--- config.mk ---
export PLATFORM = sky130hd
export DESIGN_NAME = axis_group_reducer
export DESIGN_NICKNAME = d
export VERILOG_FILES = /design/src/rtl/axis_reduce_pkg.sv /design/src/rtl/axis_reduce_acc.sv /design/src/rtl/axis_group_reducer.sv
export SDC_FILE = /design/constraint.sdc
export NUM_CORES = 1
export LEC_CHECK = 0
export ABC_AREA = 1
export CORE_MARGIN = 1
export CORE_UTILIZATION = 65
export DETAILED_ROUTE_END_ITERATION = 7
export DONT_BUFFER_PORTS = 1
export PLACE_DENSITY = 0.81
export SLEW_MARGIN = 20
export SYNTH_ARGS = -nofsm -noshare
export SYNTH_HDL_FRONTEND = slang
export SYNTH_SLANG_ARGS = --single-unit
--- constraint.sdc ---
create_clock -name AXIS_ACLK -period 7.8 [get_ports AXIS_ACLK]
set_input_delay 0.78 -clock AXIS_ACLK [delete_from_list [all_inputs] [get_ports AXIS_ACLK]]
set_output_delay 0.78 -clock AXIS_ACLK [all_outputs]
set_load 0.02 [all_outputs]
--- src/rtl/axis_reduce_pkg.sv ---
// Shared types and elaboration-time helpers for the AXI4-Stream group reducer.
package axis_reduce_pkg;

    typedef enum logic {
        COLLECT = 1'b0,
        DRAIN   = 1'b1
    } state_t;

    // Ceiling log2, never below 1 so every pointer has at least one bit.
    function automatic int unsigned clog2_min1(input int unsigned n);
        int unsigned r;
        int unsigned v;
        r = 0;
        v = 1;
        while (v < n) begin
            v = v << 1;
            r = r + 1;
        end
        return (r == 0) ? 1 : r;
    endfunction

    // Number of result registers: ceil(max_in / grp); guarded against grp == 0.
    function automatic int unsigned out_depth(input int unsigned max_in, input int unsigned grp);
        return (grp == 0) ? max_in : (max_in + grp - 1) / grp;
    endfunction

    function automatic bit params_legal(input int unsigned width, input int unsigned grp,
                                        input int unsigned max_in);
        return (grp >= 1) && (max_in >= grp) && (width >= 8) && ((width % 8) == 0);
    endfunction

endpackage

--- src/rtl/axis_reduce_acc.sv ---
// Group accumulator: sums consecutive beats, tracks position within the group
// and flags the beat that closes a group.
// Build option: AXIS_REDUCE_SAT_EN selects unsigned saturating addition
// instead of modulo-2^W wrap-around.
module axis_reduce_acc
    import axis_reduce_pkg::*;
#(
    parameter int unsigned AXIS_TDATA_WIDTH = 32,
    parameter int unsigned GROUP_SIZE       = 2
) (
    input  logic                        clk,
    input  logic                        rst,
    input  logic                        beat,
    input  logic                        frame_end_in,
    input  logic [AXIS_TDATA_WIDTH-1:0] din,
    output logic [AXIS_TDATA_WIDTH-1:0] acc_next,
    output logic                        close_grp
);

    localparam int unsigned GW = clog2_min1(GROUP_SIZE);

    logic [AXIS_TDATA_WIDTH-1:0] acc_q,     acc_d;
    logic [GW-1:0]               grp_cnt_q, grp_cnt_d;
    logic [AXIS_TDATA_WIDTH-1:0] add_res;

`ifdef AXIS_REDUCE_SAT_EN
    logic [AXIS_TDATA_WIDTH:0] sum_ext;

    // Saturating add: a carry-out pins the result at all ones; an already
    // saturated accumulator stays saturated for the rest of the group.
    always_comb begin
        sum_ext = {1'b0, acc_q} + {1'b0, din};
        add_res = sum_ext[AXIS_TDATA_WIDTH] ? '1 : sum_ext[AXIS_TDATA_WIDTH-1:0];
    end
`else
    // Wrap-around add modulo 2^W.
    always_comb begin
        add_res = acc_q + din;
    end
`endif

    // First beat of a group loads, later beats accumulate; close on full group or frame end.
    always_comb begin
        acc_next  = (grp_cnt_q == '0) ? din : add_res;
        close_grp = (grp_cnt_q == GW'(GROUP_SIZE - 1)) || frame_end_in;
    end

    // Next-state for the running sum and group counter.
    always_comb begin
        acc_d     = acc_q;
        grp_cnt_d = grp_cnt_q;
        if (beat) begin
            if (close_grp) begin
                acc_d     = '0;
                grp_cnt_d = '0;
            end else begin
                acc_d     = acc_next;
                grp_cnt_d = grp_cnt_q + 1'b1;
            end
        end
    end

    // Accumulator state registers.
    always_ff @(posedge clk or posedge rst) begin
        if (rst) begin
            acc_q     <= '0;
            grp_cnt_q <= '0;
        end else begin
            acc_q     <= acc_d;
            grp_cnt_q <= grp_cnt_d;
        end
    end

endmodule

--- src/rtl/axis_group_reducer.sv ---
// AXI4-Stream store-and-forward reducer: each group of GROUP_SIZE input beats
// is summed into one result word; the reduced frame is then replayed on the
// master port with TLAST on its final word. Single buffer, no frame overlap.
// Build option: AXIS_REDUCE_SAT_EN (saturating instead of wrapping sums).
module axis_group_reducer
    import axis_reduce_pkg::*;
#(
    parameter int unsigned AXIS_TDATA_WIDTH = 32,
    parameter int unsigned GROUP_SIZE       = 2,
    parameter int unsigned MAX_IN_WORDS     = 8
) (
    input  logic                          AXIS_ACLK,
    input  logic                          AXIS_ARESET,
    input  logic                          S_AXIS_TVALID,
    output logic                          S_AXIS_TREADY,
    input  logic [AXIS_TDATA_WIDTH-1:0]   S_AXIS_TDATA,
    input  logic                          S_AXIS_TLAST,
    output logic                          M_AXIS_TVALID,
    input  logic                          M_AXIS_TREADY,
    output logic [AXIS_TDATA_WIDTH-1:0]   M_AXIS_TDATA,
    output logic                          M_AXIS_TLAST,
    output logic [AXIS_TDATA_WIDTH/8-1:0] M_AXIS_TKEEP,
    output logic                          FRAME_TRUNC,
    output logic                          BUSY
);

    localparam int unsigned OUT_DEPTH = out_depth(MAX_IN_WORDS, GROUP_SIZE);
    localparam int unsigned IW        = clog2_min1(MAX_IN_WORDS);
    localparam int unsigned PW        = clog2_min1(OUT_DEPTH);
    localparam int unsigned NW        = clog2_min1(OUT_DEPTH + 1);

    if (!params_legal(AXIS_TDATA_WIDTH, GROUP_SIZE, MAX_IN_WORDS)) begin : g_param_check
        $error("axis_group_reducer: illegal GROUP_SIZE / MAX_IN_WORDS / AXIS_TDATA_WIDTH");
    end

    state_t                      state_q, state_d;
    logic [IW-1:0]               in_cnt_q, in_cnt_d;
    logic [PW-1:0]               wptr_q, wptr_d;
    logic [PW-1:0]               rptr_q, rptr_d;
    logic [NW-1:0]               nout_q, nout_d;
    logic                        frame_trunc_q, frame_trunc_d;
    logic [AXIS_TDATA_WIDTH-1:0] mem_q [OUT_DEPTH];

    logic                        s_ready;
    logic                        m_valid;
    logic                        busy;
    logic                        beat;
    logic                        frame_end_in;
    logic                        frame_end;
    logic                        m_hs;
    logic                        rd_last;
    logic [AXIS_TDATA_WIDTH-1:0] acc_next;
    logic                        close_grp;

    axis_reduce_acc #(
        .AXIS_TDATA_WIDTH (AXIS_TDATA_WIDTH),
        .GROUP_SIZE       (GROUP_SIZE)
    ) u_acc (
        .clk          (AXIS_ACLK),
        .rst          (AXIS_ARESET),
        .beat         (beat),
        .frame_end_in (frame_end_in),
        .din          (S_AXIS_TDATA),
        .acc_next     (acc_next),
        .close_grp    (close_grp)
    );

    // Handshake and frame-boundary decode shared by FSM and datapath.
    always_comb begin
        beat         = S_AXIS_TVALID && s_ready;
        frame_end_in = S_AXIS_TLAST || (in_cnt_q == IW'(MAX_IN_WORDS - 1));
        frame_end    = beat && frame_end_in;
        m_hs         = m_valid && M_AXIS_TREADY;
        rd_last      = (NW'(rptr_q) == (nout_q - NW'(1)));
    end

    // FSM state register.
    always_ff @(posedge AXIS_ACLK or posedge AXIS_ARESET) begin
        if (AXIS_ARESET) begin
            state_q <= COLLECT;
        end else begin
            state_q <= state_d;
        end
    end

    // FSM next-state: collect until frame end, drain until the TLAST handshake.
    always_comb begin
        state_d = state_q;
        unique case (state_q)
            COLLECT: if (frame_end)       state_d = DRAIN;
            DRAIN:   if (m_hs && rd_last) state_d = COLLECT;
            default:                      state_d = COLLECT;
        endcase
    end

    // FSM outputs: strictly one port direction active at a time.
    always_comb begin
        s_ready = 1'b0;
        m_valid = 1'b0;
        busy    = 1'b0;
        unique case (state_q)
            COLLECT: s_ready = 1'b1;
            DRAIN: begin
                m_valid = 1'b1;
                busy    = 1'b1;
            end
            default: s_ready = 1'b0;
        endcase
    end

    // Counter and pointer next-state; write pointer advances once per closed group.
    always_comb begin
        in_cnt_d      = in_cnt_q;
        wptr_d        = wptr_q;
        rptr_d        = rptr_q;
        nout_d        = nout_q;
        frame_trunc_d = 1'b0;
        if (beat) begin
            in_cnt_d = in_cnt_q + 1'b1;
            if (close_grp) begin
                wptr_d = wptr_q + 1'b1;
            end
            if (frame_end_in) begin
                nout_d        = NW'(wptr_q) + NW'(1);
                in_cnt_d      = '0;
                frame_trunc_d = !S_AXIS_TLAST;
            end
        end
        if (m_hs) begin
            rptr_d = rptr_q + 1'b1;
            if (rd_last) begin
                rptr_d = '0;
                wptr_d = '0;
            end
        end
    end

    // Control registers.
    always_ff @(posedge AXIS_ACLK or posedge AXIS_ARESET) begin
        if (AXIS_ARESET) begin
            in_cnt_q      <= '0;
            wptr_q        <= '0;
            rptr_q        <= '0;
            nout_q        <= '0;
            frame_trunc_q <= 1'b0;
        end else begin
            in_cnt_q      <= in_cnt_d;
            wptr_q        <= wptr_d;
            rptr_q        <= rptr_d;
            nout_q        <= nout_d;
            frame_trunc_q <= frame_trunc_d;
        end
    end

    // Result memory: written only while collecting, so read data is stable during drain.
    always_ff @(posedge AXIS_ACLK) begin
        if (beat && close_grp) begin
            mem_q[wptr_q] <= acc_next;
        end
    end

    // Master-side outputs.
    always_comb begin
        S_AXIS_TREADY = s_ready;
        M_AXIS_TVALID = m_valid;
        M_AXIS_TDATA  = mem_q[rptr_q];
        M_AXIS_TLAST  = m_valid && rd_last;
        M_AXIS_TKEEP  = '1;
        FRAME_TRUNC   = frame_trunc_q;
        BUSY          = busy;
    end

endmodule

# == Word-level counts from Yosys, hierarchy flattened ==
# Memories as Yosys holds them, arrays and structs flattened.
# Cells that the tools add are included.
# op_classes
reduce_logical,10
n_eq_ne,2
muxes,18
add_sub_neg,7
n_bitwise,1
# op_table
operator,n
$mux 32,2
$add 32x32->32,1
$mux 2,5
$mux 1,9
$logic_and 1x1->1,6
$add 2x1->2 const B,2
$add 2x1->3 const B,1
$add 3x1->3 const B,1
$eq 2x3->1,1
$eq 3x3->1 const B,1
$mux 3,1
$sub 3x1->3 const B,1
$logic_or 1x1->1,2
$pmux 1 s2,1
$reduce_and 2->1,1
$add 1x1->1 const B,1
$logic_not 1->1,1
$not 1->1,1
# word_totals
regBits,45
memories,1
inputBits,37
ramBits,128
word_cells,47
# memory_table
memory,depth,word_bits,read_ports,rd_ports_with_merged_regs,write_ports,line,rtl
mem_q,4,32,1,0,1,axis_group_reducer.sv:42,logic [AXIS_TDATA_WIDTH-1:0] mem_q [OUT_DEPTH];

# == Longest topological paths before layout ==
# Gate-level depths: netlist of run 1.
# logic_depth
word_depth,7
depth_mapped,13

# == Hierarchy ==
# Synthesis of run 1 repeated with hierarchy kept, for this count alone.
# hier_totals
cells_unflattened,1122
hier_area_um2,9540.4
# modules_own_cells
mod,instances,cells_per_inst,area_each_um2
axis_group_reducer,1,404,5471.5
axis_reduce_acc,1,718,4068.9

# == Worst setup path after synthesis of run 1 ==
# Ideal clock, no wire load.
# synth_timing
path_type,in2reg
from,input S_AXIS_TVALID
to,memory mem_q[0][0] (enable)
n_path_buf,0
path_slack_ns,4.896
arrival_time_ns,2.483
setup_time_ns,0.421
cell_stages,4
cell_sequence,nand2_4 inv_1 o21ai_2 nor2_1
# synth_between
elab_chain_len,4
# synth_rtl
item,line,rtl
start: declaration,axis_group_reducer.sv:14,"input logic S_AXIS_TVALID,"
$logic_and 1x1->1,axis_group_reducer.sv:70,beat = S_AXIS_TVALID && s_ready;
$logic_and 1x1->1,axis_group_reducer.sv:157,if (beat && close_grp) begin
$mux 1,axis_group_reducer.sv:157,
$mux 1 (not written as such),axis_group_reducer.sv:158,mem_q[wptr_q] <= acc_next;
end: declaration,axis_group_reducer.sv:42,
# No other way between the ends.

# == Final worst setup path of run 1 ==
# layout_timing
from,register rptr_q[0]
to,output M_AXIS_TLAST
# layout_between
elab_chain_len,2
# layout_rtl
item,line,rtl
start: declaration,axis_group_reducer.sv:39,"logic [PW-1:0] rptr_q, rptr_d;"
start signal: assignment,axis_group_reducer.sv:149,rptr_q <= rptr_d;
$eq 2x3->1,axis_group_reducer.sv:74,rd_last = (NW'(rptr_q) == (nout_q - NW'(1)));
$logic_and 1x1->1,axis_group_reducer.sv:167,M_AXIS_TLAST = m_valid && rd_last;
end: declaration,axis_group_reducer.sv:21,"output logic M_AXIS_TLAST,"
# No other way between the ends.

==> impl_metrics.tcl, run 1 <==
set metrics [dict create \
    antenna_found_initial 0 \
    synth-main-ff-cell "edfxtp_1" \
    synth-edff-count 128 \
    grt_util_all_layers_pct 30.2 \
    syn_area_per_cell_sq_um 8.84 \
    cts_root_buffer "clkbuf_16" \
    die_w_microns 122 \
    synth_top_area_share_pct 41.3 \
    peakVddDrop_mv 0.190 \
    cp.required_ns 7.02 \
    status "finished, final reports clean" \
    ctsLongestPathBuffers 2 \
    rsz0062_at_grt "false" \
    detail-route-antenna-nets 0 \
    synthArstFlopShare_pct 26.0 \
    die_h_microns 122 \
    fin_area_sq_um 10100 \
    grt_max_degree 69 \
    grt_pass1_wl_microns 33000 \
    path_cells "inv_1, buf_4, nand2_1, a21oi_1, nand2_1, nor2_1" \
    regArea_sq_um 4970 \
    core_sq_um 13900 \
    gp_congestion 0.900 \
    power.leakage_nw 4.53 \
    slew_headroom_pct 29.8 \
    path_common_cell "nand2_1" \
    synth_area_sq_um 9310 \
    yosysWarnings 0 \
    dr.pass1.iters 5 \
    syn_to_final_growth_pct 8.41 \
    cts_sinks 173 \
    finalSetupViolCount 0 \
    critPathCaptureType "output pin" \
    critPathSlowestCell "dfrtp_2" \
    vias 7122 \
    nFillCells 1031 \
    fmax_mhz 256 \
    hpwl_microns 14900 \
    crit_fanout 68 \
    die-area_sq_um 14800 \
    num_rows 43 \
    insertion_delay_ns 0.44 \
    hold_viol_final 0 \
    ios 78 \
    drive_above_1_share_pct 6.54 \
    cp.arrival_ns 3.13 \
    critPathMaxStageDelay_ns 0.78 \
    grt_pass1_vias 6470 \
    multi_input_area_sq_um 3680 \
    cts_setup_buffers 0 \
    synth_top_area_cell "edfxtp_1" \
    routed_wl_microns 21000 \
    drt_iter0_drc 838 \
    drc_errors 0 \
    clk_pin_slew_ns 0.07 \
    critPathTopFamily "buffers and inverters" \
    ys_seq_elements 173 \
    placed_cells 1203 \
    via_per_inst 5.77 \
    hold_path_class "in2reg" \
    maxSlewViolCount 0 \
    maxCapViolations 0 \
    diodes 0 \
    numCtsBuffers 17 \
    finalNonFillerCells 1235 \
    routedWlPerCell_microns 17.0 \
    setup_tns_ns 0 \
    crit_type "reg2out" \
    dpl_cell_area_sq_um 9430 \
    period_share_pct 50.1 \
    skew_ns 0.00757 \
    ctsHoldBuffers 0 \
    synth_cell_types 39 \
    cts.htree.levels 4 \
    io_buffers 0 \
    p_per_area_nw_per_um2 411 \
    final_nets 1118 \
    ys_seq_area_share_pct 53.4 \
    start_kind "register" \
    period_needed_ns 3.91 \
    yosys-top-cells-count "278 x nand2_1, 130 x inv_1, 128 x edfxtp_1" \
    synthCells 1053 \
    grt_overflow 0 \
    cts_tree "done" \
    cts.repair.resized 0 \
    synth_area_leaders "edfxtp_1 41%, dfrtp_1 12%, nand2_1 11%, inv_1 5.2%, ha_1 5.1%" \
    critPathBufInv 2 \
    tightest_slew_ns 1.05 \
    synth.most_common_cell "nand2_1" \
    initial_core_util_pct 66.8 \
]
## per-layer routing
layer	vias to the layer above	track usage (%)	routed length, microns
met3	27	8.15	1780
met1	3325	41.4	9000
met2	283	47.1	9810
li1	3487	-	-
met5	-	0	0
met4	0	9.65	374
## cells by family after synthesis
family	count (synthesis)	synth area share, %
and+or+nand+nor	475	21.1
AOI/OAI and AO/OA	179	11.6
DFF	173	53.4
buffers and inverters	172	7.27
adders and majority gates	39	5.32
xor gates and xnor gates	14	1.32
other	1	0.0403
## worst register-to-register path: cells and delay by family, from the launching register on
family,cells,cell delay (ns)
flip-flops,1,0.78
buffers and inverters,4,1.39
AND/OR/NAND/NOR,4,0.53
AO/OA/AOI/OAI,1,0.14
## layout make-up
class                      count  area share (%)
clock buffer                  18            4.35
clock inverter                14            2.23
tap                          180            2.23
timing repair buffer           7           0.521
sequential                   173            49.3
multi-input combinational    711            36.5
inverter                     132            4.91
## through the flow
stage | power, mW | setup slack [ns] | utilization [%] | hold WS, ns
finish | 4.15 | 3.89 | 72.4 | 0.407
global route | 4.44 | 3.66 | 72.4 | 0.391
CTS | 4.15 | 3.88 | 72.4 | 0.392
detailed placement | 3.20 | 4.37 | 67.7 | 0.476
global placement | 3.15 | 4.42 | 67.7 | 0.460
floorplan | 2.80 | 4.90 | - | 0.446
## final timing paths
| kind | start | end | slack, ns | cells after the start |
|---|---|---|---|---|
| max | rptr_q[0]$_DFFE_PP0P_ | M_AXIS_TLAST | 3.89 | 6 |
| min | S_AXIS_TLAST | FRAME_TRUNC$_DFF_PP0_ | 0.41 | 1 |
| max reg2reg | rptr_q[0]$_DFFE_PP0P_ | rptr_q[1]$_DFFE_PP0P_ | 4.86 | 9 |
| min reg2reg | in_cnt_q[0]$_DFFE_PP0P_ | in_cnt_q[0]$_DFFE_PP0P_ | 0.49 | 1 |
| max in group asynchronous | AXIS_ARESET | rptr_q[0]$_DFFE_PP0P_ | 6.68 | 1 |
| min in group asynchronous | AXIS_ARESET | u_acc.acc_q[30]$_DFFE_PP0P_ | 0.45 | 1 |
## sequential cells by signal (all words and copies together), names as in the netlist
name	cells
mem_q	128
u_acc.acc_q	32
in_cnt_q	3
nout_q	3
rptr_q	2
wptr_q	2
FRAME_TRUNC	1
state_q	1
u_acc.grp_cnt_q	1
## report_power, final
group / internal [mW] / leakage [nW] / switching (mW) / total (mW)
clock: 0.584 / 0.326 / 0.364 / 0.948
sequential: 1.27 / 1.75 / 0.161 / 1.43
combinational: 0.537 / 2.46 / 1.24 / 1.78
## placed cells by master (no fill, tap or decap), types with 4 or more instances in the layout
cell type / n
a21oi_1: 22
a32o_1: 23
buf_4: 7
bufinv_16: 5
clkbuf_16: 17
conb_1: 4
dfrtp_1: 44
edfxtp_1: 128
ha_1: 38
inv_1: 128
inv_6: 4
nand2_1: 278
nand2_2: 13
nand3_1: 41
nand3b_1: 9
nand4_1: 4
nor2_1: 111
nor2_2: 7
o21ai_0: 88
o21ai_1: 5
o22ai_1: 33
xnor2_1: 11
Power figures use the tool's default switching activity.
==> run 2: changes to the inputs <==
--- a/config.mk
+++ b/config.mk
@@ -7,10 +7,10 @@
 export LEC_CHECK = 0
 export ABC_AREA = 1
 export CORE_MARGIN = 1
-export CORE_UTILIZATION = 65
+export CORE_UTILIZATION = 58
 export DETAILED_ROUTE_END_ITERATION = 7
 export DONT_BUFFER_PORTS = 1
-export PLACE_DENSITY = 0.81
+export PLACE_DENSITY = 0.76
 export SLEW_MARGIN = 20
 export SYNTH_ARGS = -nofsm -noshare
 export SYNTH_HDL_FRONTEND = slang
==> constraint.sdc (replaced) <==
create_clock -name AXIS_ACLK -period 3.5 [get_ports AXIS_ACLK]
set_input_delay 0.35 -clock AXIS_ACLK [delete_from_list [all_inputs] [get_ports AXIS_ACLK]]
set_output_delay 0.35 -clock AXIS_ACLK [all_outputs]
set_load 0.02 [all_outputs]
==> run 2 against run 1 <==
  * The run now ends with hold timing left
  * Setup slack got worse by 3.0 ns
  * Hold slack got worse by 0.48 ns
  * Sequential share of layout area fell by 0.085 points
  * Largest cell class unchanged
==> impl_metrics.tcl, run 2 (synthesis gave the netlist of run 1 again) <==
set metrics [dict create \
    initial_core_util_pct 60.3 \
    reg_top3 "mem_q (128), u_acc.acc_q (32)" \
    start_kind "register" \
    die_w_microns 129 \
    detail-route-antenna-nets 0 \
    period_share_pct 75.6 \
    die_h_microns 129 \
    r2r_cells 6 \
    largest_reg_flops 128 \
    power_frac_comb_pct 46.7 \
    cts_setup_buffers 0 \
    dr.pass1.iters 6 \
    grt_util_all_layers_pct 27.6 \
    power.switching_mw 3.95 \
    placed_cells 1239 \
    crit_fanout 36 \
    syn_to_final_growth_pct 8.60 \
    p_seq_share_pct 33.4 \
    hold_viol_final 45 \
    slew_headroom_pct 43.7 \
    violations "hold timing" \
    total_power_mw 9.03 \
    ios 78 \
    r2r-end "mem_q[3][12]$_DFFE_PP_" \
    cts_root_buffer "clkbuf_16" \
    hold_path_class "in2async" \
    num_rows 45 \
    power.leakage_nw 4.51 \
    antenna_found_initial 0 \
    path_cells "inv_2, nand2_4, inv_1, o21ai_2, nor2_2, buf_12" \
    diodes 0 \
    cp.required_ns 3.63 \
    drt_iter0_drc 665 \
    r2r_slack_ns 0.86 \
    vias 7154 \
    cts_sinks 173 \
    crit_type "reg2reg" \
    grt_max_degree 68 \
    grt_pass1_vias 6739 \
    critPathMaxStageDelay_ns 0.56 \
    finalNonFillerCells 1272 \
    status "finished, violations left" \
    drive_above_1_share_pct 6.41 \
    timing.rr.start "state_q$_DFF_PP0_" \
    ctsLongestPathBuffers 2 \
    numCtsBuffers 17 \
    peakVddDrop_mv 0.465 \
    period_needed_ns 2.64 \
    core_sq_um 15400 \
    intPower_mw 5.08 \
    critPathTopFamily "buffers and inverters" \
    insertion_delay_ns 0.43 \
    hpwl_microns 14900 \
    maxCapViolations 0 \
    routedWlPerCell_microns 16.9 \
    cts.htree.levels 4 \
    critPathSlowestCell "dfrtp_1" \
    drc_errors 0 \
    tightest_slew_ns 0.844 \
    top_register "mem_q" \
    grt_pass1_wl_microns 34200 \
    skew_ns 0.0105 \
    rsz0062_at_grt "false" \
    clk_pin_slew_ns 0.07 \
    cp.arrival_ns 2.77 \
    finalSetupViolCount 0 \
    whs_ns -0.0768 \
    p_per_area_nw_per_um2 894 \
    switching_share_pct 43.7 \
    gp_congestion 0.894 \
    grt_overflow 0 \
    power_frac_clock_pct 19.9 \
    mostFrequentLayoutCells "278 x nand2_1, 128 x inv_1, 128 x edfxtp_1" \
    final_common_cell "nand2_1" \
    maxSlewViolCount 0 \
    die-area_sq_um 16600 \
    io_buffers 0 \
    critPathBufInv 3 \
    final_nets 1124 \
    via_per_inst 5.62 \
    setup_tns_ns 0 \
    cts_tree "done" \
    routed_wl_microns 21400 \
    fmax_mhz 378 \
    critPathCaptureType "register" \
]
-- run 2: cell count changes in the layout (fill, tap and decap cells not counted), moves of 2 or more --
cell,delta
buf_12,+3
buf_4,+2
bufinv_16,-4
clkbuf_1,+5
clkinv_4,+2
inv_8,-2
-- run 2: how the worst max path moves through the flow --
stage	cells past startpoint	to	startpoint
final	6	mem_q[3][12]$_DFFE_PP_	state_q$_DFF_PP0_
after global routing	6	mem_q[3][9]$_DFFE_PP_	state_q$_DFF_PP0_
after CTS	6	mem_q[3][12]$_DFFE_PP_	state_q$_DFF_PP0_
after detailed placement	6	mem_q[3][7]$_DFFE_PP_	state_q$_DFF_PP0_
after global placement	6	mem_q[3][1]$_DFFE_PP_	state_q$_DFF_PP0_
after floorplan	5	mem_q[0][0]$_DFFE_PP_	state_q$_DFF_PP0_
-- run 2: layout make-up --
class | count | area (sq um)
well taps | 211 | 264
inverters | 132 | 497
fillers | 1269 | 5320
repair buffers | 13 | 138
clock buffers | 24 | 472
clock inverters | 8 | 85.1
multi-input cells | 711 | 3680
flip-flops and latches | 173 | 4970
-- run 2: metal layers --
layer	routed length (microns)	GRT usage, %	vias up
li1	-	-	3503
met1	9440	37.0	3381
met2	10200	45.1	235
met3	1430	5.65	35
met4	393	9.34	0
met5	0	0	-
-- run 2: repair_timing --
action	4_1_cts	5_1_grt
endpoints found under the hold margin	1	0
resized for setup	0	0
hold buffers	1	0
-- run 2: power by group through the flow --
stage          Combinational, mW  Sequential [mW]  Clock (mW)
2_1_floorplan               3.24             3.01           0
3_3_place_gp                4.07             3.04           0
3_5_place_dp                4.18             3.06           0
4_1_cts                     4.21             3.02        1.81
5_1_grt                     4.68             3.06        1.89
6_report                    4.22             3.02        1.80
-- run 2: stage by stage --
stage | setup WS, ns | cell area, sq um | utilization (%) | hold slack [ns]
after floorplan | 0.679 | 9320 | - | 0.416
after global placement | 0.932 | 9540 | 61.9 | 0.420
after detailed placement | 0.899 | 9540 | 61.9 | 0.420
after CTS | 0.834 | 10100 | 65.5 | 0.0460
after global routing | 0.667 | 10100 | 65.5 | 0.00940
final | 0.856 | 10100 | 65.5 | -0.0768
-- run 2: worst register-to-register path, cell delays in order, from the launching register on --
cell and delay (ns):
dfrtp_1 0.56, inv_2 0.29, nand2_4 0.31, inv_1 0.27
o21ai_2 0.17, nor2_2 0.46, buf_12 0.27
